File: src/rtl/io_write_buffer_pkg.sv
// Shared constants, state encoding and address decode helper for the IO write buffer.
package io_write_buffer_pkg;

  localparam int IO_DEPTH_WIDTH = 4;
  localparam int IO_FULL_MARGIN = 2;
  localparam int IO_STATE_WIDTH = 2;

  localparam logic [1:0] IO_ADDR_HI     = 2'b11;
  localparam logic       IO_DATA_OFFSET = 1'b0;
  localparam logic       IO_END_OFFSET  = 1'b1;

  typedef enum logic [IO_STATE_WIDTH-1:0] {
    ST_RUN   = 2'd0,
    ST_DRAIN = 2'd1,
    ST_DONE  = 2'd2
  } io_state_e;

  // Only the two registers of the window decode; bit 2 selects data vs end marker.
  function automatic logic io_window_hit(input logic [17:0] addr);
    return (addr[17:16] == IO_ADDR_HI) && (addr[15:3] == 13'd0) && (addr[1:0] == 2'd0);
  endfunction

endpackage

File: src/rtl/io_write_buffer_byte_fifo.sv
// Synchronous byte FIFO with wrap-bit pointers and a first-word-fall-through head.
module byte_fifo
  import io_write_buffer_pkg::*;
#(
  parameter int DEPTH_WIDTH = IO_DEPTH_WIDTH
) (
  input  logic                   clk,
  input  logic                   rst,
  input  logic                   push,
  input  logic                   pop,
  input  logic [7:0]             din,
  output logic [7:0]             dout,
  output logic                   valid,
  output logic                   full,
  output logic [DEPTH_WIDTH:0]   count
);

  localparam int DEPTH = 1 << DEPTH_WIDTH;

  logic [7:0]           mem_r [DEPTH];
  logic [DEPTH_WIDTH:0] head_r;
  logic [DEPTH_WIDTH:0] tail_r;
  logic                 empty_s;
  logic                 pop_s;

  assign empty_s = (head_r == tail_r);
  assign full    = (head_r[DEPTH_WIDTH] != tail_r[DEPTH_WIDTH]) &&
                   (head_r[DEPTH_WIDTH-1:0] == tail_r[DEPTH_WIDTH-1:0]);
  assign count   = tail_r - head_r;
  assign valid   = !empty_s;
  assign pop_s   = pop && !empty_s;
  // Head entry is read before the same-edge overwrite, so push+pop while full is safe.
  assign dout    = empty_s ? 8'h00 : mem_r[head_r[DEPTH_WIDTH-1:0]];

  always_ff @(posedge clk) begin
    if (rst) begin
      head_r <= '0;
      tail_r <= '0;
    end else begin
      if (push) begin
        tail_r <= tail_r + (DEPTH_WIDTH+1)'(1);
      end
      if (pop_s) begin
        head_r <= head_r + (DEPTH_WIDTH+1)'(1);
      end
    end
  end

  always_ff @(posedge clk) begin
    if (push) begin
      mem_r[tail_r[DEPTH_WIDTH-1:0]] <= din;
    end
  end

endmodule

File: src/rtl/io_write_buffer.sv
// Captures cpu writes to the IO window, queues them for the UART and sequences the program-end halt.
module io_write_buffer
  import io_write_buffer_pkg::*;
#(
  parameter int DEPTH_WIDTH = IO_DEPTH_WIDTH,
  parameter int FULL_MARGIN = IO_FULL_MARGIN
) (
  input  logic        clk,
  input  logic        rst,
  input  logic        rdy,
  input  logic [31:0] cpu_mem_a,
  input  logic [7:0]  cpu_mem_dout,
  input  logic        cpu_mem_wr,
  input  logic        uart_tx_ready,
  output logic        uart_tx_valid,
  output logic [7:0]  uart_tx_data,
  output logic        io_buffer_full,
  output logic        io_halt,
  output logic [7:0]  io_exit_code,
  output logic        io_overflow
);

  localparam int DEPTH = 1 << DEPTH_WIDTH;
  localparam logic [DEPTH_WIDTH:0] FULL_LEVEL = (DEPTH_WIDTH+1)'(DEPTH - FULL_MARGIN);
  localparam logic [DEPTH_WIDTH:0] ZERO_COUNT = (DEPTH_WIDTH+1)'(0);

  io_state_e            state_r;
  io_state_e            next_state_s;
  logic                 io_hit_s;
  logic                 data_wr_s;
  logic                 end_wr_s;
  logic                 push_s;
  logic                 pop_s;
  logic                 drop_s;
  logic                 fifo_full_s;
  logic [DEPTH_WIDTH:0] count_s;
  logic [DEPTH_WIDTH:0] next_count_s;
  logic                 drained_s;
  logic                 full_r;
  logic                 halt_r;
  logic [7:0]           exit_code_r;
  logic                 overflow_r;
  logic                 unused_addr_s;

  assign unused_addr_s = ^cpu_mem_a[31:18];
  assign io_hit_s      = cpu_mem_wr && io_window_hit(cpu_mem_a[17:0]);
  assign data_wr_s     = io_hit_s && (cpu_mem_a[2] == IO_DATA_OFFSET);
  assign end_wr_s      = io_hit_s && (cpu_mem_a[2] == IO_END_OFFSET);
  assign pop_s         = rdy && uart_tx_valid && uart_tx_ready;
  assign next_count_s  = count_s + (DEPTH_WIDTH+1)'(push_s) - (DEPTH_WIDTH+1)'(pop_s);
  assign drained_s     = ((count_s - (DEPTH_WIDTH+1)'(pop_s)) == ZERO_COUNT);

  byte_fifo #(
    .DEPTH_WIDTH(DEPTH_WIDTH)
  ) u_fifo (
    .clk   (clk),
    .rst   (rst),
    .push  (push_s),
    .pop   (pop_s),
    .din   (cpu_mem_dout),
    .dout  (uart_tx_data),
    .valid (uart_tx_valid),
    .full  (fifo_full_s),
    .count (count_s)
  );

  // Next-state, push and drop decisions; an end write wins over a data write.
  always_comb begin
    next_state_s = state_r;
    push_s       = 1'b0;
    drop_s       = 1'b0;
    if (rdy) begin
      case (state_r)
        ST_RUN: begin
          if (end_wr_s) begin
            next_state_s = ST_DRAIN;
          end else if (data_wr_s) begin
            if (!fifo_full_s || pop_s) begin
              push_s = 1'b1;
            end else begin
              drop_s = 1'b1;
            end
          end else begin
            next_state_s = ST_RUN;
          end
        end
        ST_DRAIN: begin
          drop_s = data_wr_s;
          if (drained_s) begin
            next_state_s = ST_DONE;
          end else begin
            next_state_s = ST_DRAIN;
          end
        end
        ST_DONE: begin
          next_state_s = ST_DONE;
        end
        default: begin
          next_state_s = ST_RUN;
        end
      endcase
    end else begin
      next_state_s = state_r;
    end
  end

  // State register, registered back-pressure and sticky status flags.
  always_ff @(posedge clk) begin
    if (rst) begin
      state_r     <= ST_RUN;
      full_r      <= 1'b0;
      halt_r      <= 1'b0;
      exit_code_r <= 8'h00;
      overflow_r  <= 1'b0;
    end else if (rdy) begin
      state_r <= next_state_s;
      full_r  <= (next_count_s >= FULL_LEVEL);
      halt_r  <= (next_state_s == ST_DONE);
      if ((state_r == ST_RUN) && end_wr_s) begin
        exit_code_r <= cpu_mem_dout;
      end
      if (drop_s) begin
        overflow_r <= 1'b1;
      end
    end
  end

  assign io_buffer_full = full_r;
  assign io_halt        = halt_r;
  assign io_exit_code   = exit_code_r;
  assign io_overflow    = overflow_r;

endmodule
File: config.mk
export PLATFORM = sky130hd
export DESIGN_NAME = io_write_buffer
export DESIGN_NICKNAME = d
export VERILOG_FILES = /design/src/rtl/io_write_buffer_pkg.sv /design/src/rtl/io_write_buffer_byte_fifo.sv /design/src/rtl/io_write_buffer.sv
export SDC_FILE = /design/constraint.sdc
export NUM_CORES = 1
export LEC_CHECK = 0
export ABC_CLOCK_PERIOD_IN_PS = 3130
export CAP_MARGIN = 20
export CORE_MARGIN = 2
export CORE_UTILIZATION = 51
export CTS_BUF_LIST = sky130_fd_sc_hd__clkbuf_4 sky130_fd_sc_hd__clkbuf_8 sky130_fd_sc_hd__clkbuf_16
export CTS_CLUSTER_DIAMETER = 30
export CTS_CLUSTER_SIZE = 25
export DETAILED_ROUTE_END_ITERATION = 6
export PLACE_DENSITY = 0.75
export SYNTH_ARGS = -nofsm -noshare
export SYNTH_HDL_FRONTEND = slang
export SYNTH_SLANG_ARGS = --single-unit
File: constraint.sdc
create_clock -name clk -period 3.13 [get_ports clk]
set_input_delay 0.626 -clock clk [delete_from_list [all_inputs] [get_ports clk]]
set_output_delay 0.626 -clock clk [all_outputs]
set_load 0.05 [all_outputs]
==> summary.md, run 1 <==
### Outcome
* **result of the run** finished, final reports clean

### Timing
* **clock skew** 0.0120 ns
* **final number of hold-violating endpoints** 0
* **crit share post-route** 0.984
* **relative slew slack** 0.605
* **Final Slew Violations** 0
* **measured slew at the worst slew-check pin** 0.591 ns
* **Hold WS** 0.483 ns
* **shortest clock period the worst path allows after layout** 3.08 ns
* **sum of negative setup slack** 0 ns
* **final setup violation count** 0
* **post-layout worst setup margin** 0.0504 ns
* **upper clock frequency limit** 0.325 GHz
* **unrepaired setup endpoints after global routing** yes

### Logic synthesis
* **most instantiated library cell after synthesis** sky130_fd_sc_hd__edfxtp_1
* **XOR/XNOR share of the synthesized area** 0.0276
* **main combinational cell family by area after synthesis** multiplexers
* **main flop type after synthesis** sky130_fd_sc_hd__edfxtp_1
* **number of distinct standard cells referenced by the synthesized netlist** 44
* **part of the Yosys area used for sequential elements** 0.666
* **post-synthesis share of cell area spent on and, or, nand and nor gates** 0.0690
* **adder and majority cell fraction of the synthesized area** 0.0422
* **Synth top area share** 0.584
* **compound-gate portion of the synthesized area** 0.0228
* **proportion of register bits with asynchronous set or reset after synthesis** 0
* **cell count after synthesis** 385
* **cell type with the largest total area after synthesis** sky130_fd_sc_hd__edfxtp_1
* **mapped cell area** 0.00658 mm2
* **flop and latch count out of synthesis** 155
* **Synthesis Warnings** 0
* **most instantiated cells after synthesis** sky130_fd_sc_hd__edfxtp_1, sky130_fd_sc_hd__mux4_2, sky130_fd_sc_hd__nor2_1
* **mux share of post-synthesis cell area** 0.151
* **post-synth net total** 451
* **top cells by area, synth** sky130_fd_sc_hd__edfxtp_1, sky130_fd_sc_hd__mux4_2, sky130_fd_sc_hd__dfxtp_1
* **number of synthesized flops with an enable pin** 128
* **mean area per synthesized cell** 17.1 um2

### Routing
* **First DRT Iteration DRCs** 227
* **via count** 3,678
* **number of vias per cell after detailed routing** 5.52
* **routed wirelength normalized by instance count** 19.3 um
* **number of detailed-route iterations in the first pass** 4
* **Antenna Nets Post-Route** 0
* **Routed WL** 12,900 um
* **DRC violation count after routing** 0

### Worst hold path
* **end point of the worst hold path** io_overflow
* **worst hold path cell count** 2
* **source of the worst hold timing path** io_overflow
* **min-delay worst type** reg2reg

### Clock network
* **deepest level of the CTS H-tree** 4
* **clock tree from TritonCTS** yes
* **clock root buffer master** sky130_fd_sc_hd__clkbuf_16
* **clock buffer count from CTS** 17
* **clock latency reported for the late side of the worst-skew pair** 0.42 ns
* **Clock transition at path regs** 0.06 ns
* **CTS Sinks** 155
* **Longest Clk Path Bufs** 2

### Critical path
* **register-to-register setup slack** 0.10 ns
* **arrival time worst endpoint** 3.41 ns
* **Critical Path Sink Type** flip-flop
* **worst-path fanout max** 2
* **depth of the worst register-to-register path** 12
* **worst r2r src** u_fifo.head_r[3]
* **R2R Path End** io_buffer_full
* **type of origin of the critical path** primary input
* **kind of critical path** in2reg
* **required time of the critical path** 3.46 ns

### Placed design
* **Worst Setup Slack post-DPL** -0.407 ns
* **Placed Cells** 632
* **RePlAce Congestion** 0.817
* **number of buffer cells added on primary ports** 50
* **hpwl dp** 8300 um

### Finish
* **ANT cells** 0
* **Synth-to-Final Area Change** 25.9%
* **utilization of the core after routing** 0.657
* **Final Net Count** 547
* **share of layout cells above drive strength 1** 0.281
* **number of standard cells in the final layout excluding fillers** 666

### Die
* **placeable core region** 0.0126 mm2
* **number of rows created at floorplan** 41
* **Die ar.** 0.0138 mm2
* **Die Width** 118 um
* **die height** 118 um
* **I/O pin total** 65
* **Initial Utilization** 0.521

### Global routing
* **Total GRT Usage** 0.196
* **antenna violations before repair** 0
* **largest net degree at the start of global routing** 33
* **global-route wire length before repair** 20,300 um
* **vias in the first global route** 3,824
* **total congestion overflow after global routing** 0

### Pwr
* **Lkg Pwr** 2.79 nW
* **Power Dens Cells** 540 mW/mm2
* **maximum vdd drop** 0.422 mV

### Job
* **# Max-Cap Violations** 0

==> state kept, by name, indices dropped and copies added (netlist names), named ones only <==
signal          flops
u_fifo.mem_r      128
io_exit_code        8
u_fifo.head_r       5
u_fifo.tail_r       5
state_r             2
io_buffer_full      1
io_halt             1
io_overflow         1
==> how the worst max path moves through the flow <==
stage	startpoint	end	slack [ns]
floorplan	u_fifo.tail_r[0]	io_buffer_full	0.02
global placement	cpu_mem_a[9]	io_buffer_full	-0.41
detailed placement	cpu_mem_a[9]	io_buffer_full	-0.41
CTS	u_fifo.head_r[3]	io_buffer_full	0.0005
global route	cpu_mem_a[13]	io_buffer_full	-0.04
finish	cpu_mem_a[6]	io_buffer_full	0.05
==> critical path: stages <==
cell,delay [ns]
sky130_fd_sc_hd__clkdlybuf4s50_1,0.44
sky130_fd_sc_hd__nor4b_4,0.32
sky130_fd_sc_hd__nand4_1,0.17
sky130_fd_sc_hd__or4_4,0.52
sky130_fd_sc_hd__clkinv_2,0.07
sky130_fd_sc_hd__ha_1,0.16
sky130_fd_sc_hd__inv_1,0.06
sky130_fd_sc_hd__fa_2,0.34
sky130_fd_sc_hd__xor2_1,0.14
sky130_fd_sc_hd__or3_1,0.37
sky130_fd_sc_hd__a311oi_2,0.21
==> routing by layer <==
metal / up-vias / routed length, um / GRT usage / share of wire
met5: - / 0 / 0 / 0
met4: 0 / 134 / 0.0602 / 0.010
met3: 14 / 851 / 0.0606 / 0.066
met2: 139 / 6370 / 0.319 / 0.50
met1: 1835 / 5500 / 0.255 / 0.43
li1: 1690 / - / - / -
==> layout by cell type, fill, tap and decap left out, drive strengths merged, types with 3 or more instances in the layout <==
| master | instances |
|---|---|
| nor2 | 30 |
| clkdlybuf4s50 | 41 |
| edfxtp | 128 |
| or4 | 3 |
| nand2b | 3 |
| o21ai | 5 |
| buf | 53 |
| mux2i | 9 |
| nor2b | 8 |
| nor3 | 5 |
| or3 | 4 |
| nor4 | 3 |
| mux4 | 40 |
| clkinv | 4 |
| dfxtp | 27 |
| inv | 22 |
| ha | 19 |
| xor2 | 4 |
| clkbuf | 18 |
| nand4 | 4 |
| nand2 | 12 |
| nor3b | 3 |
| xnor3 | 3 |
| a21oi | 10 |
| bufinv | 4 |
| a21o | 3 |
| xnor2 | 9 |
==> final cells by class <==
| class | count | area (um2) |
|---|---|---|
| clock inverter | 15 | 209 |
| fill | 912 | 4330 |
| sequential | 155 | 4390 |
| timing repair buffer | 95 | 858 |
| tap | 172 | 215 |
| inverter | 17 | 65.1 |
| multi-input combinational | 195 | 2130 |
| clock buffer | 17 | 425 |
==> cell families (layout without fill, tap and decap cells) <==
group | count (synthesis) | in the layout
adders and majority gates | 21 | 21
buffers and inverters | 35 | 144
muxes | 49 | 49
and+or+nand+nor | 85 | 85
xor gates and xnor gates | 16 | 16
AOI/OAI and AO/OA | 24 | 24
DFF | 155 | 155
==> stage by stage <==
step	instance area, um2	total power [mW]
2_1_floorplan	6610	2.29
3_3_place_gp	7580	2.35
3_5_place_dp	7580	2.36
4_1_cts	8220	4.51
5_1_grt	8290	4.60
6_report	8290	4.48
==> where the power goes <==
part | internal (mW) | leakage [nW] | switching, mW
clock network | 1.35 | 0.304 | 0.812
logic | 0.0417 | 1.12 | 0.0450
registers | 2.23 | 1.37 | 0.000398
total | 3.62 | 2.79 | 0.857
==> repair_timing <==
item	in CTS	in global routing
hold buffers	0	0
buffers inserted	0	1
pin swaps	0	5
gates cloned	0	1
gates resized for setup	1	7
setup endpoints to repair	1	12
Power figures use the tool's default switching activity.
==> inputs of run 2 (changes only) <==
CORE_MARGIN = 5   (was 2)
SLEW_MARGIN = 10   (was not set)
==> summary.md, run 2 (synthesis gave the netlist of run 1 again) <==
### Global routing
* **Total GRT Usage** 0.195
* **total congestion overflow after global routing** 0
* **largest net degree at the start of global routing** 33
* **antenna violations before repair** 0
* **global-route wire length before repair** 21,300 um
* **vias in the first global route** 3,833

### Finish
* **Synth-to-Final Area Change** 25.3%
* **area taken by flip-flops and latches** 0.00439 mm2
* **Final Net Count** 548
* **filler cell count** 886
* **most frequent standard cell in the layout excluding fill and tap cells** sky130_fd_sc_hd__edfxtp_1
* **most frequent cells in the layout** sky130_fd_sc_hd__edfxtp_1, sky130_fd_sc_hd__buf_4, sky130_fd_sc_hd__clkdlybuf4s50_1, sky130_fd_sc_hd__mux4_2, sky130_fd_sc_hd__nor2_1
* **share of layout cells above drive strength 1** 0.285
* **ANT cells** 0
* **max FFs per register** 128
* **Final Instance Area** 0.00824 mm2
* **footprint of the multi-input gates** 0.00211 mm2

### Routing
* **total met2 wirelength after detailed routing** 7190 um
* **met3 routed wirelength** 932 um
* **via count** 3,732
* **number of vias per cell after detailed routing** 5.60
* **DRC violation count after routing** 0
* **highest signal layer in the routed design** met4
* **WL met1** 5840 um
* **number of detailed-route iterations in the first pass** 5
* **Routed WL** 14,100 um
* **First DRT Iteration DRCs** 335
* **Antenna Nets Post-Route** 0
* **routed wirelength normalized by instance count** 21.1 um

### Timing
* **relative slew slack** 0.548
* **unrepaired setup endpoints after global routing** yes
* **shortest clock period the worst path allows after layout** 3.07 ns
* **final setup violation count** 0
* **measured slew at the worst slew-check pin** 0.675 ns
* **final number of hold-violating endpoints** 0
* **crit share post-route** 0.981
* **Final Slew Violations** 0
* **upper clock frequency limit** 0.326 GHz
* **Hold WS** 0.485 ns
* **post-layout worst setup margin** 0.0592 ns
* **clock skew** 0.00999 ns

### Clock network
* **clock tree from TritonCTS** yes
* **Longest Clk Path Bufs** 2
* **deepest level of the CTS H-tree** 4
* **clock buffer count from CTS** 17
* **Clock transition at path regs** 0.06 ns
* **hold-fix buffer count after cts** 0
* **CTS Sinks** 155
* **clock root buffer master** sky130_fd_sc_hd__clkbuf_16
* **clock latency reported for the late side of the worst-skew pair** 0.43 ns
* **post-CTS setup buffer count** 0

### Critical path
* **required time of the critical path** 2.50 ns
* **Crit-path slowest cell** sky130_fd_sc_hd__mux4_2
* **cell with the most instances on the worst path** sky130_fd_sc_hd__mux4_2
* **arrival time worst endpoint** 2.44 ns
* **delay of the slowest cell on the worst path** 0.53 ns
* **register-to-register setup slack** 0.12 ns
* **Critical Path Sink Type** output port
* **worst-path fanout max** 16
* **cell breakdown of the critical path** clkbuf_16 > mux4_2 > mux4_2 > nor2b_1 > buf_4
* **type of origin of the critical path** flip-flop
* **kind of critical path** reg2out

### Pwr
* **internal power consumption** 3.39 mW
* **power spent charging and discharging nets** 0.927 mW
* **Power Dens Cells** 523 mW/mm2
* **Lkg Pwr** 2.78 nW
* **share of total power in combinational logic** 0.020
* **sw frac** 0.215
* **clock power share** 0.464
* **total power** 4.31 mW
* **part of the power in registers** 0.516
* **maximum vdd drop** 0.447 mV

### Placed design
* **hpwl dp** 9020 um
* **Worst Setup Slack post-DPL** -0.420 ns
* **number of buffer cells added on primary ports** 50
* **RePlAce Congestion** 0.771
* **instance area at placement** 0.00759 mm2

### Die
* **number of rows created at floorplan** 41
* **placeable core region** 0.0126 mm2
* **Die Width** 124 um
* **Die ar.** 0.0153 mm2
* **I/O pin total** 65
* **die height** 124 um
* **Initial Utilization** 0.521

### Worst hold path
* **min-delay worst type** reg2reg

### Job
* **# Max-Cap Violations** 0

### Outcome
* **result of the run** finished, final reports clean

==> run 2: layout make-up <==
cell class / instances / area share
Sequential cell: 155 / 0.533
Clock inverter: 13 / 0.0144
Tap cell: 172 / 0.0261
Timing Repair Buffer: 96 / 0.107
Multi-Input combinational cell: 195 / 0.256
Inverter: 17 / 0.00789
Clock buffer: 19 / 0.0563
==> run 2: power by group through the flow <==
stage                     registers [mW]  logic [mW]  clock network, mW
final                               2.23      0.0859               2.00
after global routing                2.23      0.0925               2.15
after CTS                           2.23      0.0839               2.03
after detailed placement            2.27      0.0827                  0
after global placement              2.27      0.0790                  0
after floorplan                     2.28      0.0115                  0
==> run 2: per-stage QoR <==
stage / instances / utilization / setup TNS [ns]
2_1_floorplan: 385 / - / 0
3_3_place_gp: 633 / 0.601 / -0.456
3_5_place_dp: 633 / 0.601 / -0.898
4_1_cts: 665 / 0.648 / 0
5_1_grt: 667 / 0.653 / -0.108
6_report: 667 / 0.653 / 0
==> run 2: worst max-delay path: cells and delay by family (launching register included) <==
family / cells / cell delay (ns)
buffers and inverters: 2 / 0.44
DFF: 1 / 0.41
muxes: 2 / 1.01
and+or+nand+nor: 1 / 0.16
==> run 2: worst paths after layout <==
path,cells past startpoint,startpoint,to
setup reg to reg,12,u_fifo.head_r[1],io_buffer_full
setup / recovery,5,flip-flop,uart_tx_data[1]
hold / removal,2,io_overflow,io_overflow
hold reg to reg,2,io_overflow,io_overflow
==> run 2: per-layer routing <==
metal	GRT usage	vias to the layer above
li1	-	1691
met2	0.317	163
met5	0	-
met4	0.0630	0
met1	0.260	1867
met3	0.0500	11
==> run 2: what timing repair did <==
action                     4_1_cts  5_1_grt
gates cloned                     0        2
pin swaps                        0        1
setup endpoints to repair        1       12
gates resized for setup          1        6
